### config.mk
export PLATFORM = sky130hd
export DESIGN_NAME = hazard_control_unit
export DESIGN_NICKNAME = d
export VERILOG_FILES = /design/src/rtl/hazard_control_unit.sv
export SDC_FILE = /design/constraint.sdc
export NUM_CORES = 1
export LEC_CHECK = 0
export ABC_AREA = 1
export BUFFER_PORTS_ARGS = -buffer_cell sky130_fd_sc_hd__buf_2
export CAP_MARGIN = 20
export CORE_MARGIN = 3
export CORE_UTILIZATION = 52
export CTS_CLUSTER_SIZE = 8
export DETAILED_ROUTE_END_ITERATION = 12
export PLACE_DENSITY = 0.87
export SYNTH_ARGS = -nofsm -noshare
export SYNTH_HDL_FRONTEND = slang
export SYNTH_SLANG_ARGS = --single-unit
### constraint.sdc
create_clock -name clk -period 1.7 [get_ports clk]
set_input_delay 0.17 -clock clk [delete_from_list [all_inputs] [get_ports clk]]
set_output_delay 0.17 -clock clk [all_outputs]
set_load 0.02 [all_outputs]
### src/rtl/hazard_control_unit.sv
// Pipeline hazard control: combinational forwarding selects and stall/bubble enables;
// hz_state, stall_count and mem_timeout are registered one edge after the condition.
module hazard_control_unit (
  input  logic        clk,
  input  logic        reset,
  input  logic [4:0]  rs_ID,
  input  logic [4:0]  rt_ID,
  input  logic        uses_rs_ID,
  input  logic        uses_rt_ID,
  input  logic [4:0]  WriteDestination_EX,
  input  logic [4:0]  WriteDestination_MEM,
  input  logic [4:0]  WriteDestination_WB,
  input  logic        RegFileEnable_EX,
  input  logic        RegFileEnable_MEM,
  input  logic        RegFileEnable_WB,
  input  logic        MemLoad_EX,
  input  logic        mem_req_MEM,
  input  logic        mem_ready,
  output logic [1:0]  fwd_rs_sel,
  output logic [1:0]  fwd_rt_sel,
  output logic        PC_LE,
  output logic        IF_ID_LE,
  output logic        ID_EX_LE,
  output logic        EX_MEM_LE,
  output logic        MEM_WB_LE,
  output logic        ID_EX_bubble,
  output logic [1:0]  hz_state,
  output logic [15:0] stall_count,
  output logic        mem_timeout
);

  typedef enum logic [1:0] {
    RUN        = 2'b00,
    LOAD_STALL = 2'b01,
    MEM_WAIT   = 2'b10
  } hz_state_e;

  hz_state_e   state_q, state_d;
  logic [15:0] stall_count_q, stall_count_d;
  logic [7:0]  wait_cnt_q, wait_cnt_d;
  logic        mem_timeout_q, mem_timeout_d;

  logic        mem_wait;
  logic        load_use;
  logic        any_stall;

  function automatic logic [1:0] fwd_select(input logic [4:0] src, input logic uses,
                                            input logic en_ex, input logic [4:0] dst_ex,
                                            input logic en_mem, input logic [4:0] dst_mem,
                                            input logic en_wb, input logic [4:0] dst_wb);
    logic [1:0] sel;
    sel = 2'b00;
    if (uses && src != 5'd0) begin
      if (en_ex && dst_ex == src)        sel = 2'b01;
      else if (en_mem && dst_mem == src) sel = 2'b10;
      else if (en_wb && dst_wb == src)   sel = 2'b11;
    end
    return sel;
  endfunction

  always_comb begin
    mem_wait = mem_req_MEM & ~mem_ready;
    load_use = MemLoad_EX & RegFileEnable_EX & (WriteDestination_EX != 5'd0) &
               ((uses_rs_ID & (rs_ID == WriteDestination_EX)) |
                (uses_rt_ID & (rt_ID == WriteDestination_EX)));
    any_stall = mem_wait | load_use;
  end

  // Reset overrides every combinational output so a mid-stall reset releases the pipeline at once.
  always_comb begin
    fwd_rs_sel   = 2'b00;
    fwd_rt_sel   = 2'b00;
    PC_LE        = 1'b1;
    IF_ID_LE     = 1'b1;
    ID_EX_LE     = 1'b1;
    EX_MEM_LE    = 1'b1;
    MEM_WB_LE    = 1'b1;
    ID_EX_bubble = 1'b0;
    if (!reset) begin
      fwd_rs_sel = fwd_select(rs_ID, uses_rs_ID, RegFileEnable_EX, WriteDestination_EX,
                              RegFileEnable_MEM, WriteDestination_MEM,
                              RegFileEnable_WB, WriteDestination_WB);
      fwd_rt_sel = fwd_select(rt_ID, uses_rt_ID, RegFileEnable_EX, WriteDestination_EX,
                              RegFileEnable_MEM, WriteDestination_MEM,
                              RegFileEnable_WB, WriteDestination_WB);
      if (mem_wait) begin
        // Freezing ID/EX too keeps the load in EX so a pending load-use is re-evaluated later.
        PC_LE     = 1'b0;
        IF_ID_LE  = 1'b0;
        ID_EX_LE  = 1'b0;
        EX_MEM_LE = 1'b0;
        MEM_WB_LE = 1'b0;
      end else if (load_use) begin
        PC_LE        = 1'b0;
        IF_ID_LE     = 1'b0;
        ID_EX_bubble = 1'b1;
      end
    end
  end

  always_comb begin
    state_d       = RUN;
    stall_count_d = stall_count_q;
    wait_cnt_d    = 8'd0;
    mem_timeout_d = mem_timeout_q;
    if (mem_wait)      state_d = MEM_WAIT;
    else if (load_use) state_d = LOAD_STALL;
    if (any_stall && stall_count_q != 16'hFFFF) stall_count_d = stall_count_q + 16'd1;
    if (mem_wait) begin
      wait_cnt_d = (wait_cnt_q == 8'hFF) ? 8'hFF : wait_cnt_q + 8'd1;
      if (wait_cnt_q == 8'd254) mem_timeout_d = 1'b1;
    end
  end

  always_ff @(posedge clk or posedge reset) begin
    if (reset) begin
      state_q       <= RUN;
      stall_count_q <= 16'd0;
      wait_cnt_q    <= 8'd0;
      mem_timeout_q <= 1'b0;
    end else begin
      state_q       <= state_d;
      stall_count_q <= stall_count_d;
      wait_cnt_q    <= wait_cnt_d;
      mem_timeout_q <= mem_timeout_d;
    end
  end

  assign hz_state    = state_q;
  assign stall_count = stall_count_q;
  assign mem_timeout = mem_timeout_q;

endmodule

* Word-level counts from Yosys, hierarchy flattened *
Index checks and enable logic that the tools add are counted.

operators by class
  equal/unequal tests = 11
  muxes and demuxes = 22
  bitwise operators = 9
  add/subtract/negate cells = 2
  reductions and logical operators = 13

operator list
  cell                     number
  $eq A5 B5 Y1             8
  $mux W2                  11
  $add A16 B1 Y16 const B  1
  $eq A8 B8 Y1 const B     2
  $mux W8                  2
  $ne A16 B16 Y1 const B   1
  $reduce_bool A5 Y1       3
  $logic_and A1 B1 Y1      9
  $mux W1                  9
  $add A8 B1 Y8 const B    1
  $and A1 B1 Y1            6
  $or A1 B1 Y1             2
  $reduce_and A2 Y1        1
  $not A1 Y1               1

storage, ports and cells
  register bits after elaboration = 27
  word-level logic and storage cells = 61

* Logic depth before layout (Yosys ltp) *
Gate-level depths: netlist of run 1.

  word-level depth = 7
  gate-level depth with buffers = 12
  gate-level depth less buffers = 12

* Least setup slack after synthesis of run 1 *
OpenSTA, ideal clock, no wires.

  path kind = input port to output port
  start = input reset
  end = output fwd_rs_sel[0]
  arrival = 1518 ps
  buffers on the path = 0
  setup slack = 12 ps
  data required time = 1530 ps
  stages on the path = 3
  path through = inv_1 -> o311ai_0 -> a21oi_1

on the way
  longest elaborated chain between the ends = 1

RTL lines
  element             RTL line  RTL
  start: declaration  5         input logic reset,
  $mux W2             79        if (!reset) begin
  end: declaration    19        output logic [1:0] fwd_rs_sel,

Every way passes these cells.

* Worst setup path after layout of run 1 *
  start = input rt_ID[2]
  end = output IF_ID_LE

on the way
  longest elaborated chain between the ends = 7

RTL lines
  element             RTL line  RTL
  start: declaration  7         input logic [4:0] rt_ID,
  $eq A5 B5 Y1        65        (uses_rt_ID & (rt_ID == WriteDestination_EX)));
  $and A1 B1 Y1       65
  $or A1 B1 Y1        64        ((uses_rs_ID & (rs_ID == WriteDestination_EX)) |
  $and A1 B1 Y1       63        load_use = MemLoad_EX & RegFileEnable_EX & (WriteDestination_EX != 5'd0) &
  $mux W1             93        end else if (load_use) begin
  $mux W1             86        if (mem_wait) begin
  $mux W1             79
  end: declaration    22        output logic IF_ID_LE,

Every way passes these cells.

==> flow_summary.yaml, run 1 <==
synth:
  yosys-top-cells-area: "dfrtp_1 32%, nand2_1 16%, nand3_1 7.9%"
  syn_inst: 306
  ys_ff_latch: 27
  seq_area_frac_synth: 0.324
  synth_top_area_share: 0.324
  syn_area_um2: 2090
  postSynthAreaPerCell_um2: 6.82
  synthDistinctLibCells: 31
  syn_nets: 344
  yosysWarnings: 0
  yosys.area.top_type: "dfrtp_1"
sta:
  fin_setup_tns_ns: 0
  fin_crit_sh: 0.923
  worstMarginPinSlew_ns: 0.556
  fin_worst_skew_ns: 0.00660
  rsz0062_at_grt: "false"
  max_freq_mhz: 637
  setup_viol: 0
  maxSlewViolCount: 0
  slew_headroom: 0.625
  report.final.hold_viol_count: 0
  layout_min_cycle_time_ns: 1.57
clocking:
  cts_root_buffer: "clkbuf_8"
  clk_pin_slew_worst_paths_ns: 0.09
  cts_buffers: 3
  cts_tree: "built"
  cts_buffer_depth: 2
  clock-sinks: 27
  insertion_delay_ns: 0.27
  htreeDepth: 1
die:
  io_pins: 64
  start_util: 0.553
  dieArea_um2: 4810
  die_w_um: 69.4
  rows: 22
  fp.dieH_um: 69.4
  fp.coreArea_um2: 3770
final_layout:
  layout_commonest_cell: "nand2_1"
  num_antenna_cells: 0
  fill_cells: 329
  instances_no_fill: 426
  drive_above_1_share: 0.257
  nets: 417
  layout_common_cells: "89 x nand2_1, 63 x buf_2, 39 x inv_1, 33 x nand3_1, 25 x dfrtp_1"
  syn2layout_area_growth_pct: 21.9
  final_area_um2: 2540
critical_path:
  slowest_stage: "nor2_1"
  critPathArrivalTime_ns: 1.40
  critPathCaptureType: "output pin"
  worstPathRequired_ns: 1.53
  start_kind: "primary input"
  max_stage_delay_ns: 0.18
  crit_chain: "buf_2 > inv_1 > nand2_1 > nand2_1 > nor2_1 > nand4_1 > nand2_1 > nand2_2 > nand2_4 > nand2_1 > buf_2"
  path_class: "primary input to output pin"
  worst_path_most_repeated_cell: "nand2_1"
  cp_max_fo: 16
global_routing:
  grt_max_degree: 21
  grt_pass1_vias: 2004
  overflow: 0
  grt_first_pass_wirelength_mm: 8.66
  track_usage: 0.214
  antenna_found_initial: 0
route:
  wl_per_cell_um: 12.2
  finalWirelength_mm: 5.19
  via_per_inst: 5.23
  drt_iter0_markers: 149
  ant_nets: 0
  drt_pre_antenna_iters: 4
  routed-via-count: 2227
  drc: 0
placed_design:
  dp.cells: 418
  post_dp_cell_area_um2: 2460
  gp_congestion: 0.900
  portBuffers: 63
  dp_hpwl_mm: 4.19
run_status:
  status: "finished, final reports clean"
pwr:
  irDropWorstVdd_v: 0.000439
  power_leakage_nw: 1.42
  power.density_nw_per_um2: 629
worst_hold_path:
  hold_path_class: "primary input to flip-flop"
job:
  drv_cap: 0
[synthesized netlist by cell type]
library cell,n
nand4_1,6
ha_1,3
a41o_1,1
nand3b_1,3
inv_2,7
buf_4,3
o22ai_1,8
a31oi_1,4
nand2_4,2
o311ai_0,2
buf_2,1
a311oi_1,1
nor2_1,18
nand2b_1,1
o21ai_0,6
nor4_1,1
nand2_2,3
or2_2,1
o21a_1,1
nor2_4,1
nand2_1,89
dfrtp_1,27
xnor2_1,8
inv_1,39
nor2_2,2
nand3_1,33
nor3_1,9
buf_6,3
a21oi_1,12
nand3_4,1
xor2_1,10
[power by group]
part	total (mW)	switching [mW]	leakage (nW)	internal (mW)
clock	0.365	0.197	0.0228	0.168
sequential	0.735	0.0444	0.367	0.690
combinational	0.500	0.305	1.03	0.195
total	1.60	0.547	1.42	1.05
[flip-flops by register name, indices dropped and copies added, names as in the netlist]
register     count
stall_count     16
wait_cnt_q       8
hz_state         2
mem_timeout      1
[repair_timing]
item,4_1_cts,5_1_grt
setup endpoints to repair,0,3
hold buffers,1,0
setup buffers,0,3
endpoints found under the hold margin,7,0
resized for setup,0,3
[metrics by stage]
stage,setup WS [ns],hold WS (ns),util,power (mW)
after detailed placement,0.0532,0.249,0.653,1.24
after global routing,0.0120,0.206,0.675,1.71
after global placement,0.143,0.250,0.653,1.23
after floorplan,0.0117,0.252,-,1.05
after CTS,0.0382,0.203,0.667,1.59
final,0.131,0.201,0.675,1.60
[final cells by class]
cell class	count	area (um^2)	area share
clock buffers	4	45.0	0.0177
well taps	48	60.1	0.0236
flip-flops and latches	27	678	0.267
repair buffers	75	408	0.160
inverters	46	173	0.0679
multi-input cells	226	1180	0.464
[critical path, delay by kind of cell]
| kind | cells | cell delay, ns |
|---|---|---|
| buffers and inverters | 3 | 0.38 |
| AND/OR/NAND/NOR | 8 | 0.82 |
[routing by layer]
metal | wire length (um) | global-route usage | up-vias
li1 | - | - | 1131
met1 | 2390 | 0.288 | 999
met2 | 2340 | 0.345 | 86
met3 | 337 | 0.0290 | 11
met4 | 121 | 0.0868 | 0
met5 | 0 | 0 | -
[cell families after synthesis]
| family | synth area share |
|---|---|
| xor gates and xnor gates | 0.0755 |
| DFF | 0.324 |
| buffers and inverters | 0.112 |
| and+or+nand+nor | 0.371 |
| AOI/OAI and AO/OA | 0.100 |
| adders and majority gates | 0.0180 |
[final timing paths]
path	from	endpoint	slack [ns]	cells past startpoint
min in group asynchronous	reset	stall_count[6]	0.52	4
hold reg to reg	mem_timeout	mem_timeout	0.51	1
setup reg to reg	stall_count[0]	stall_count[8]	0.18	11
hold / removal	mem_ready	hz_state[1]	0.20	3
max in group asynchronous	reset	stall_count[0]	0.70	5
setup / recovery	rt_ID[2]	IF_ID_LE	0.13	11
Power figures use the tool's default switching activity.
==> run 2, diff against run 1 <==
--- a/config.mk
+++ b/config.mk
@@ -8,6 +8,7 @@
 export ABC_AREA = 1
 export BUFFER_PORTS_ARGS = -buffer_cell sky130_fd_sc_hd__buf_2
 export CAP_MARGIN = 20
+export CORE_ASPECT_RATIO = 1.25
 export CORE_MARGIN = 3
 export CORE_UTILIZATION = 52
 export CTS_CLUSTER_SIZE = 8
==> run 2 against run 1 <==
  * Flip-flop and latch count did not move
  * Highest routed layer unchanged
  * Setup slack gained 0.014 ns
  * Core utilization down 1.4 points
  * Die area is 0.11% higher
  * Via count shrank 0.72%
  * Clock power is 3% lower
==> flow_summary.yaml, run 2 (synthesized netlist as in run 1, its figures left out) <==
sta:
  slew_headroom: 0.669
  fin_crit_sh: 0.915
  worstMarginPinSlew_ns: 0.490
  maxSlewViolCount: 0
  hold_slack_ns: 0.0449
  timing.final.ws_setup_ns: 0.145
  setup_viol: 0
  report.final.hold_viol_count: 0
  max_freq_mhz: 643
  layout_min_cycle_time_ns: 1.56
  fin_setup_tns_ns: 0
  fin_worst_skew_ns: 0.00339
global_routing:
  busiest_layer: "met2"
  grtUsageMet2: 0.403
  grt_pass1_vias: 2121
  grt_max_degree: 22
  track_usage: 0.227
  grt_first_pass_wirelength_mm: 9.13
  grtUsageMet1: 0.286
  overflow: 0
  use_met3: 0.0220
  antenna_found_initial: 0
pwr:
  p_sw_mw: 0.537
  p_sw_frac: 0.343
  power_frac_clock: 0.226
  irDropWorstVdd_v: 0.000415
  combPwrFrac: 0.288
  p_int_mw: 1.03
  power.density_nw_per_um2: 622
  power_leakage_nw: 1.40
  pwr-share-seq: 0.486
placed_design:
  portBuffers: 63
  dp_hpwl_mm: 4.25
  gp_congestion: 0.930
  dpl_worst_slack_ns: 0.0748
critical_path:
  worstPathRequired_ns: 1.53
  crit_family: "simple AND/OR/NAND/NOR gates"
  start_kind: "primary input"
  slowest_stage: "nand2_4"
  crit_buf_inv: 3
  crit_chain: "buf_2 > inv_2 > nand2_1 > nand2_1 > nor2_1 > nand4_1 > nand2_1 > nand2_2 > nand2_4 > nand2_1 > buf_2"
  critPathArrivalTime_ns: 1.39
  max_stage_delay_ns: 0.19
  path_class: "primary input to output pin"
  cp_max_fo: 18
  critPathCaptureType: "output pin"
  worst_path_most_repeated_cell: "nand2_1"
final_layout:
  num_antenna_cells: 0
  largest_register_ffs: 16
  drive_above_1_share: 0.249
  syn2layout_area_growth_pct: 20.8
  nets: 413
  fin_util: 0.661
  layout_common_cells: "89 x nand2_1, 63 x buf_2, 39 x inv_1, 33 x nand3_1, 25 x dfrtp_1"
  layout_commonest_cell: "nand2_1"
die:
  dieArea_um2: 4810
  io_pins: 64
  die_w_um: 62.7
  start_util: 0.547
  fp.dieH_um: 76.8
  rows: 25
  fp.coreArea_um2: 3820
worst_hold_path:
  hold_path_class: "primary input to asynchronous set/reset pin"
route:
  drt_iter0_markers: 142
  drt_pre_antenna_iters: 4
  routed-via-count: 2211
  finalWirelength_mm: 5.26
  wl_per_cell_um: 12.3
  ant_nets: 0
  drc: 0
  via_per_inst: 5.17
clocking:
  cts_tree: "built"
  cts_buffer_depth: 2
  htreeDepth: 1
  clock-sinks: 27
  insertion_delay_ns: 0.27
  cts_root_buffer: "clkbuf_8"
  clk_pin_slew_worst_paths_ns: 0.09
  cts_buffers: 3
run_status:
  status: "finished, final reports clean"
job:
  drv_cap: 0
==> run 2: cell types whose count changed in the layout (fill, tap and decap cells not counted), sizes merged <==
cell,before,now
buf,74,70
==> run 2: area by class of cell <==
| cell class | count | area, um^2 |
|---|---|---|
| clock buffers | 4 | 45.0 |
| fillers | 378 | 1290 |
| inverters | 46 | 173 |
| well taps | 54 | 67.6 |
| repair buffers | 71 | 378 |
| multi-input cells | 226 | 1180 |
| flip-flops and latches | 27 | 678 |
==> run 2: worst paths after layout <==
| path | startpoint | slack [ns] | end | depth (start not counted) |
|---|---|---|---|---|
| max in group asynchronous | reset | 1.02 | stall_count[3] | 4 |
| min | reset | 0.04 | stall_count[10] | 3 |
| min reg2reg | mem_timeout | 0.48 | mem_timeout | 1 |
| max reg2reg | stall_count[0] | 0.17 | stall_count[8] | 11 |
| max | rt_ID[3] | 0.14 | PC_LE | 11 |
| min in group clk | mem_ready | 0.20 | hz_state[1] | 3 |
==> run 2: worst reg2reg max path, stage by stage (launching register included) <==
cell and delay [ns]:
dfrtp_1 0.44, ha_2 0.24, nand2_2 0.12, nor2_4 0.05, nand3_4 0.12, inv_2 0.06, nor2_2 0.13, nand2_2 0.06
inv_2 0.05, nand2_1 0.04, nand2_1 0.06, nand2_1 0.05
==> run 2: per-stage QoR <==
stage | power (mW) | cells | instance area [um^2]
after CTS | 1.57 | 426 | 2500
final | 1.57 | 428 | 2520
after global routing | 1.67 | 428 | 2520
after floorplan | 1.05 | 306 | 2090
after global placement | 1.20 | 421 | 2450
after detailed placement | 1.21 | 421 | 2450
==> run 2: what timing repair did <==
| action | CTS | global route |
|---|---|---|
| endpoints found under the setup margin | 0 | 3 |
| gates resized for setup | 0 | 3 |
| hold endpoints to repair | 8 | 0 |
| setup buffers | 0 | 2 |
| hold buffers | 1 | 0 |
==> run 2: power by group through the flow <==
stage / Combinational, mW / Sequential [mW] / Clock [mW]
2_1_floorplan: 0.232 / 0.814 / 0
3_3_place_gp: 0.439 / 0.762 / 0
3_5_place_dp: 0.445 / 0.767 / 0
4_1_cts: 0.450 / 0.756 / 0.362
5_1_grt: 0.507 / 0.777 / 0.384
6_report: 0.451 / 0.762 / 0.354
==> run 2: routing by layer <==
metal,vias to the layer above,wire length [um]
met3,11,263
li1,1129,-
met5,-,0
met4,0,122
met2,71,2610
met1,1000,2270
